--- src/rtl/riscv_pkg.sv ---
// Shared decode constants and the ID/EX control payload type.
package riscv_pkg;

    localparam int unsigned ALU_CTRL_W  = 4;
    localparam int unsigned ALU_OP_W    = 2;
    localparam int unsigned FUNCT3_W    = 3;
    localparam int unsigned STALL_CNT_W = 32;

    localparam logic [ALU_CTRL_W-1:0] ALU_AND = 4'b0000;
    localparam logic [ALU_CTRL_W-1:0] ALU_OR  = 4'b0001;
    localparam logic [ALU_CTRL_W-1:0] ALU_ADD = 4'b0010;
    localparam logic [ALU_CTRL_W-1:0] ALU_SUB = 4'b0110;
    localparam logic [ALU_CTRL_W-1:0] ALU_BAD = 4'b1111;

    localparam logic [ALU_OP_W-1:0] ALUOP_MEM    = 2'b00;
    localparam logic [ALU_OP_W-1:0] ALUOP_BRANCH = 2'b01;
    localparam logic [ALU_OP_W-1:0] ALUOP_RTYPE  = 2'b10;
    localparam logic [ALU_OP_W-1:0] ALUOP_ITYPE  = 2'b11;

    localparam logic [FUNCT3_W-1:0] FUNCT3_ADD_SUB = 3'b000;
    localparam logic [FUNCT3_W-1:0] FUNCT3_OR      = 3'b110;
    localparam logic [FUNCT3_W-1:0] FUNCT3_AND     = 3'b111;

    // Width-independent control bits carried alongside the datapath.
    typedef struct packed {
        logic [ALU_CTRL_W-1:0] alu_control;
        logic                  illegal;
        logic                  reg_write;
        logic                  mem_read;
        logic                  mem_write;
    } ex_ctrl_t;

endpackage

--- src/rtl/alu_ctrl_dec.sv ---
// Combinational ALU control decode from (alu_op, funct3, funct7_5).
module alu_ctrl_dec
    import riscv_pkg::*;
(
    input  logic [ALU_OP_W-1:0]   alu_op,
    input  logic [FUNCT3_W-1:0]   funct3,
    input  logic                  funct7_5,
    output logic [ALU_CTRL_W-1:0] alu_control_c,
    output logic                  illegal_c
);

    always_comb begin
        alu_control_c = ALU_BAD;
        illegal_c     = 1'b1;
        case (alu_op)
            ALUOP_MEM: begin
                alu_control_c = ALU_ADD;
                illegal_c     = 1'b0;
            end
            ALUOP_BRANCH: begin
                alu_control_c = ALU_SUB;
                illegal_c     = 1'b0;
            end
            ALUOP_RTYPE: begin
                case (funct3)
                    FUNCT3_ADD_SUB: begin
                        alu_control_c = funct7_5 ? ALU_SUB : ALU_ADD;
                        illegal_c     = 1'b0;
                    end
                    FUNCT3_AND: begin
                        alu_control_c = ALU_AND;
                        illegal_c     = 1'b0;
                    end
                    FUNCT3_OR: begin
                        alu_control_c = ALU_OR;
                        illegal_c     = 1'b0;
                    end
                    default: ;
                endcase
            end
            default: begin
                // I-type has no SUB, so funct7_5 is don't-care here
                case (funct3)
                    FUNCT3_ADD_SUB: begin
                        alu_control_c = ALU_ADD;
                        illegal_c     = 1'b0;
                    end
                    FUNCT3_AND: begin
                        alu_control_c = ALU_AND;
                        illegal_c     = 1'b0;
                    end
                    FUNCT3_OR: begin
                        alu_control_c = ALU_OR;
                        illegal_c     = 1'b0;
                    end
                    default: ;
                endcase
            end
        endcase
    end

endmodule

--- src/rtl/id_ex_stage.sv ---
// Single-entry ID/EX pipeline register with operand2 mux and ALU control decode.
// Optional ID_EX_STALL_CNT_EN adds a saturating downstream-stall counter output.
module id_ex_stage
    import riscv_pkg::*;
#(
    parameter int unsigned XLEN = 32,
    parameter int unsigned RA_W = 5
) (
    input  logic                  clk,
    input  logic                  rst_n,
    input  logic                  flush,
    input  logic                  in_valid,
    output logic                  in_ready,
    input  logic [XLEN-1:0]       in_pc,
    input  logic [XLEN-1:0]       in_rs1_data,
    input  logic [XLEN-1:0]       in_rs2_data,
    input  logic [XLEN-1:0]       in_imm,
    input  logic [RA_W-1:0]       in_rd,
    input  logic                  in_alu_src,
    input  logic [ALU_OP_W-1:0]   in_alu_op,
    input  logic [FUNCT3_W-1:0]   in_funct3,
    input  logic                  in_funct7_5,
    input  logic                  in_reg_write,
    input  logic                  in_mem_read,
    input  logic                  in_mem_write,
    output logic                  out_valid,
    input  logic                  out_ready,
    output logic [XLEN-1:0]       out_pc,
    output logic [XLEN-1:0]       out_operand1,
    output logic [XLEN-1:0]       out_operand2,
    output logic [ALU_CTRL_W-1:0] out_alu_control,
    output logic [XLEN-1:0]       out_rs2_data,
    output logic [RA_W-1:0]       out_rd,
    output logic                  out_reg_write,
    output logic                  out_mem_read,
    output logic                  out_mem_write,
    output logic                  out_illegal
`ifdef ID_EX_STALL_CNT_EN
    ,
    output logic [STALL_CNT_W-1:0] stall_cnt
`endif
);

    logic                  valid_q, valid_d;
    logic [XLEN-1:0]       pc_q, pc_d;
    logic [XLEN-1:0]       op1_q, op1_d;
    logic [XLEN-1:0]       op2_q, op2_d;
    logic [XLEN-1:0]       rs2_q, rs2_d;
    logic [RA_W-1:0]       rd_q, rd_d;
    ex_ctrl_t              ctrl_q, ctrl_d;
    logic [ALU_CTRL_W-1:0] dec_alu_control;
    logic                  dec_illegal;
    logic                  load;

    alu_ctrl_dec u_alu_ctrl_dec (
        .alu_op        (in_alu_op),
        .funct3        (in_funct3),
        .funct7_5      (in_funct7_5),
        .alu_control_c (dec_alu_control),
        .illegal_c     (dec_illegal)
    );

    assign in_ready = !valid_q || out_ready;
    assign load     = in_valid && in_ready && !flush;

    // Flush beats load beats drain; payload holds unless loaded.
    always_comb begin
        valid_d = valid_q;
        pc_d    = pc_q;
        op1_d   = op1_q;
        op2_d   = op2_q;
        rs2_d   = rs2_q;
        rd_d    = rd_q;
        ctrl_d  = ctrl_q;
        if (flush) begin
            valid_d          = 1'b0;
            ctrl_d.reg_write = 1'b0;
            ctrl_d.mem_read  = 1'b0;
            ctrl_d.mem_write = 1'b0;
        end else if (load) begin
            valid_d            = 1'b1;
            pc_d               = in_pc;
            op1_d              = in_rs1_data;
            op2_d              = in_alu_src ? in_imm : in_rs2_data;
            rs2_d              = in_rs2_data;
            rd_d               = in_rd;
            ctrl_d.alu_control = dec_alu_control;
            ctrl_d.illegal     = dec_illegal;
            ctrl_d.reg_write   = in_reg_write && !dec_illegal;
            ctrl_d.mem_read    = in_mem_read;
            ctrl_d.mem_write   = in_mem_write;
        end else if (valid_q && out_ready) begin
            valid_d = 1'b0;
        end
    end

    always_ff @(posedge clk or negedge rst_n) begin
        if (!rst_n) begin
            valid_q <= 1'b0;
            pc_q    <= '0;
            op1_q   <= '0;
            op2_q   <= '0;
            rs2_q   <= '0;
            rd_q    <= '0;
            ctrl_q  <= '0;
        end else begin
            valid_q <= valid_d;
            pc_q    <= pc_d;
            op1_q   <= op1_d;
            op2_q   <= op2_d;
            rs2_q   <= rs2_d;
            rd_q    <= rd_d;
            ctrl_q  <= ctrl_d;
        end
    end

    assign out_valid       = valid_q;
    assign out_pc          = pc_q;
    assign out_operand1    = op1_q;
    assign out_operand2    = op2_q;
    assign out_alu_control = ctrl_q.alu_control;
    assign out_rs2_data    = rs2_q;
    assign out_rd          = rd_q;
    assign out_reg_write   = ctrl_q.reg_write;
    assign out_mem_read    = ctrl_q.mem_read;
    assign out_mem_write   = ctrl_q.mem_write;
    assign out_illegal     = ctrl_q.illegal;

`ifdef ID_EX_STALL_CNT_EN
    logic [STALL_CNT_W-1:0] stall_cnt_q, stall_cnt_d;

    // Saturating count of cycles the held instruction waits on downstream.
    always_comb begin
        stall_cnt_d = stall_cnt_q;
        if (valid_q && !out_ready && (stall_cnt_q != '1)) begin
            stall_cnt_d = stall_cnt_q + STALL_CNT_W'(1);
        end
    end

    always_ff @(posedge clk or negedge rst_n) begin
        if (!rst_n) begin
            stall_cnt_q <= '0;
        end else begin
            stall_cnt_q <= stall_cnt_d;
        end
    end

    assign stall_cnt = stall_cnt_q;
`endif

endmodule
--- config.mk ---
export PLATFORM = sky130hd
export DESIGN_NAME = id_ex_stage
export DESIGN_NICKNAME = d
export VERILOG_FILES = /design/src/rtl/riscv_pkg.sv /design/src/rtl/alu_ctrl_dec.sv /design/src/rtl/id_ex_stage.sv
export SDC_FILE = /design/constraint.sdc
export NUM_CORES = 1
export LEC_CHECK = 0
export ABC_AREA = 1
export ABC_CLOCK_PERIOD_IN_PS = 1300
export CORE_MARGIN = 5
export CORE_UTILIZATION = 40
export CTS_CLUSTER_DIAMETER = 40
export DETAILED_ROUTE_END_ITERATION = 16
export GPL_TIMING_DRIVEN = 0
export PLACE_DENSITY_LB_ADDON = 0.25
export SYNTH_ARGS = -nofsm -noshare
export SYNTH_HDL_FRONTEND = slang
export SYNTH_SLANG_ARGS = --single-unit
export TNS_END_PERCENT = 50
--- constraint.sdc ---
create_clock -name clk -period 1.3 [get_ports clk]
set_input_delay 0.13 -clock clk [delete_from_list [all_inputs] [get_ports clk]]
set_output_delay 0.13 -clock clk [all_outputs]
set_load 0.01 [all_outputs]
==> PnR_summary.wiki <==
{| class="wikitable"
! Metric !! Value
|-
| Sinks on Clock Net || 142
|-
| Layout cells sized above 1 || 6.535%
|-
| Most repeated cell in the gate-level netlist after synthesis || sky130_fd_sc_hd__nand2_1
|-
| Largest area contributor in the synthesized netlist || sky130_fd_sc_hd__dfrtp_1
|-
| Post-DP HPWL || 13.89 mm
|-
| Core area || 14,420 um2
|-
| Largest net degree at the start of global routing || 91
|-
| Vias in the first global route || 5,357
|-
| Synthesized-area fraction occupied by xor and xnor cells || 0%
|-
| Post-Syn Area || 5832 um2
|-
| FF+latch count, synth || 142
|-
| DRT iter0 DRCs || 338
|-
| Post-Syn Area per Cell || 8.452 um2
|-
| Post-Synthesis Net Count || 838
|-
| Clock root buffer || sky130_fd_sc_hd__clkbuf_16
|-
| WL/cell || 15.81 um
|-
| Row cnt || 44
|-
| Clock insertion delay at the later pin of the skew report || 0.41 ns
|-
| Critical R2R Launch || out_valid$_DFFE_PN0P_
|-
| Period Utilization, post-route || 102.4%
|-
| Final Net Count || 1,149
|-
| Mux share of post-synthesis cell area || 0%
|-
| Wire length of the first global-routing pass || 28.56 mm
|-
| Post-layout minimum cycle time || 1.331 ns
|-
| I/O pin total || 291
|-
| Cells after Synth || 690
|-
| Crit path required time || 1.17 ns
|-
| Maximum clock frequency || 0.7511 GHz
|-
| Detailed-router iteration count before antenna repair || 4
|-
| CP cell instances || nand2_2 -> dlygate4sd2_1
|-
| Power Density || 1382 nW/um2
|-
| Longest Clk Path Bufs || 2
|-
| Adder-Cell Fraction of Synth Area || 0%
|-
| Fraction of registers with async set/reset || 100.0%
|-
| Final-report hold violation count || 0
|-
| Count of max-cap constraint violations || 0
|-
| Tightest hold margin || 0.1974 ns
|-
| Sum of overflow across all layers after global routing || 0
|-
| Width of the chip || 130.7 um
|-
| WP data arrival || 1.20 ns
|-
| Final Power || 0.01306 W
|-
| Worst IR Drop VDD || 1.038 mV
|-
| Number of nets with antenna violations after routing || 0
|-
| Detailed-route DRC error count || 0
|-
| Maximum clock skew at final layout || 0.006275 ns
|-
| Commonest cells in the netlist || sky130_fd_sc_hd__nand2_1, sky130_fd_sc_hd__dfrtp_1, sky130_fd_sc_hd__o21ai_0
|-
| Prevailing post-synth register cell || sky130_fd_sc_hd__dfrtp_1
|-
| Count of H-tree levels built during CTS || 4
|-
| Standby leakage power || 5.118 nW
|-
| Total stage count of the critical path || 2
|-
| Launch point of the worst hold path || in_alu_src
|-
| Clock tree from TritonCTS || done
|-
| Outcome || finished, violations left
|-
| EDFF count, synth || 0
|-
| Die Footprint || 17,090 um2
|-
| Slew headroom || 50.54%
|-
| Via count of the routed design || 5,504
|-
| Worst Tran Pin Value || 0.7419 ns
|-
| Cell class contributing the biggest share of worst-path delay || flip-flops
|-
| Dpl cell area || 8984 um2
|-
| Worst hold stages || 5
|-
| Startpoint type of the worst setup path || register
|-
| Final GP Congestion || 0.8351
|-
| Gr usage total || 21.88%
|-
| Placed cell count || 1,164
|-
| Launching element of the worst setup path || out_valid$_DFFE_PN0P_
|-
| Initial antenna violation count || 0
|-
| Final critical-path setup slack || -0.03133 ns
|-
| Ratio of routed vias to standard cells || 4.610
|-
| Post-synth top area share || 60.93%
|-
| Buffers on Ports || 289
|-
| Dominant combinational cell family by area after synthesis || simple AND/OR/NAND/NOR gates
|-
| Crit-path max cell delay || 0.39 ns
|-
| Ant diodes || 0
|-
| Sum of buffers and inverters on the critical path || 1
|-
| Basic-gate share of the synthesized area counting and, or, nand and nor cells || 26.07%
|-
| Compound-cell area share of the yosys netlist || 5.879%
|-
| Height of the chip || 130.7 um
|-
| Final Setup Violations || 7
|-
| Total CTS buffers || 17
|-
| Effective utilization at floorplan || 40.43%
|-
| Cells taking the most area after synthesis || sky130_fd_sc_hd__dfrtp_1, sky130_fd_sc_hd__nand2_1, sky130_fd_sc_hd__o21ai_0
|-
| Standard cell with the maximum stage delay on the critical path || sky130_fd_sc_hd__dfrtp_1
|-
| RSZ-0062 raised after global routing || true
|-
| Violated checks || setup timing
|-
| Final non-filler cell area || 9450 um2
|-
| Clock-pin slew of the registers on the worst-case setup and hold paths || 0.06 ns
|-
| Type of the worst setup path || reg -> out
|-
| Hold Crit Class || in -> reg
|-
| Final-report max-slew violation count || 0
|-
| Yosys warning count || 0
|-
| Worst Path Max Fanout || 3
|-
| Setup TNS after final layout || -0.07906 ns
|-
| Count of unique library cells instantiated by Yosys || 16
|-
| Worst setup EP type || output port
|-
| Non-filler instance count after layout || 1,194
|-
| Layout-stage area growth over the synthesis result || 62.05%
|-
| Worst Reg2Reg Path Length in Cells || 7
|-
| DRT Wirelength || 18.88 mm
|-
| Fraction of the yosys area taken by sequential cells || 60.93%
|}
==> what timing repair did <==
action                     4_1_cts  5_1_grt
pin swaps                        0        1
hold endpoints to repair        89        0
resized for setup              148       10
hold buffers                     1        0
setup endpoints to repair      228      115
setup buffers                    0        1
==> placed cells by master (no fill, tap or decap) <==
master	n
sky130_fd_sc_hd__nand3_1	6
sky130_fd_sc_hd__nor2_1	2
sky130_fd_sc_hd__inv_4	1
sky130_fd_sc_hd__buf_8	2
sky130_fd_sc_hd__clkinv_2	1
sky130_fd_sc_hd__nand3_4	1
sky130_fd_sc_hd__nand2_2	1
sky130_fd_sc_hd__o21ai_1	1
sky130_fd_sc_hd__buf_16	1
sky130_fd_sc_hd__dlygate4sd3_1	1
sky130_fd_sc_hd__clkinv_4	1
sky130_fd_sc_hd__a22oi_1	1
sky130_fd_sc_hd__buf_2	14
sky130_fd_sc_hd__clkdlybuf4s50_1	145
sky130_fd_sc_hd__clkbuf_2	3
sky130_fd_sc_hd__buf_6	13
sky130_fd_sc_hd__o21ai_0	64
sky130_fd_sc_hd__dfrtp_1	142
sky130_fd_sc_hd__clkinvlp_4	1
sky130_fd_sc_hd__bufinv_16	3
sky130_fd_sc_hd__nor2_2	1
sky130_fd_sc_hd__clkbuf_16	17
sky130_fd_sc_hd__clkbuf_1	5
sky130_fd_sc_hd__buf_1	1
sky130_fd_sc_hd__nand2_1	389
sky130_fd_sc_hd__dlygate4sd2_1	143
sky130_fd_sc_hd__buf_4	2
sky130_fd_sc_hd__inv_1	42
sky130_fd_sc_hd__clkbuf_8	4
sky130_fd_sc_hd__a21oi_1	2
==> state kept, by name (all words and copies together), names as in the netlist <==
register / flops
out_valid: 1
out_mem_read: 1
out_alu_control: 4
out_operand1: 32
out_rd: 5
out_mem_write: 1
out_illegal: 1
out_reg_write: 1
out_rs2_data: 32
out_operand2: 32
out_pc: 32
==> cells by family after synthesis <==
logic type | after synthesis
AOI/OAI and AO/OA | 68
buffers and inverters | 80
and+or+nand+nor | 400
DFF | 142
==> path summary, 6_finish.rpt <==
| path | endpoint | slack (ns) |
|---|---|---|
| max | in_ready | -0.03 |
| min reg2reg | out_operand1[11]$_DFFE_PN0P_ | 0.47 |
| max in group asynchronous | out_operand2[27]$_DFFE_PN0P_ | 0.24 |
| min | out_operand2[30]$_DFFE_PN0P_ | 0.20 |
| min in group asynchronous | out_operand1[11]$_DFFE_PN0P_ | 0.35 |
| max reg2reg | out_operand1[15]$_DFFE_PN0P_ | -0.02 |
==> per-layer routing <==
| metal | wire length (um) | vias up | track usage, % |
|---|---|---|---|
| li1 | - | 2723 | - |
| met1 | 7485 | 2569 | 26.67 |
| met2 | 9436 | 187 | 36.57 |
| met3 | 1572 | 25 | 7.764 |
| met4 | 385 | 0 | 6.836 |
| met5 | 0 | - | 0 |
==> power breakdown <==
| group | total (W) | leakage [nW] | switching [W] | internal (W) |
|---|---|---|---|---|
| clock | 0.00487 | 0.284 | 0.00174 | 0.00313 |
| sequential | 0.00538 | 1.77 | 0.000315 | 0.00506 |
| combinational | 0.00281 | 3.07 | 0.00143 | 0.00139 |
| total | 0.0131 | 5.12 | 0.00348 | 0.00958 |
==> area by class of cell <==
class	instances	area, um2
fill	1260	4974
sequential	142	3553
timing repair buffer	292	2763
multi-input combinational	468	1871
clock buffer	22	474.2
buffer	37	284.0
tap	184	230.2
inverter	43	163.9
clock inverter	6	111.4
==> per-stage QoR <==
step / setup slack, ns / util (%)
floorplan: 0.06096 / -
global placement: -5.757 / 62.08
detailed placement: -0.3596 / 62.28
CTS: -0.05012 / 65.25
global route: -0.08856 / 65.52
finish: -0.03133 / 65.52
==> worst register-to-register path: stages (launching register included) <==
cell and delay [ns]:
sky130_fd_sc_hd__dfrtp_1 0.39, sky130_fd_sc_hd__nand2_2 0.11, sky130_fd_sc_hd__nand3_4 0.10, sky130_fd_sc_hd__buf_8 0.16
sky130_fd_sc_hd__buf_8 0.16, sky130_fd_sc_hd__buf_6 0.15, sky130_fd_sc_hd__nand2_1 0.07, sky130_fd_sc_hd__nand2_1 0.07
Power figures use the tool's default switching activity.
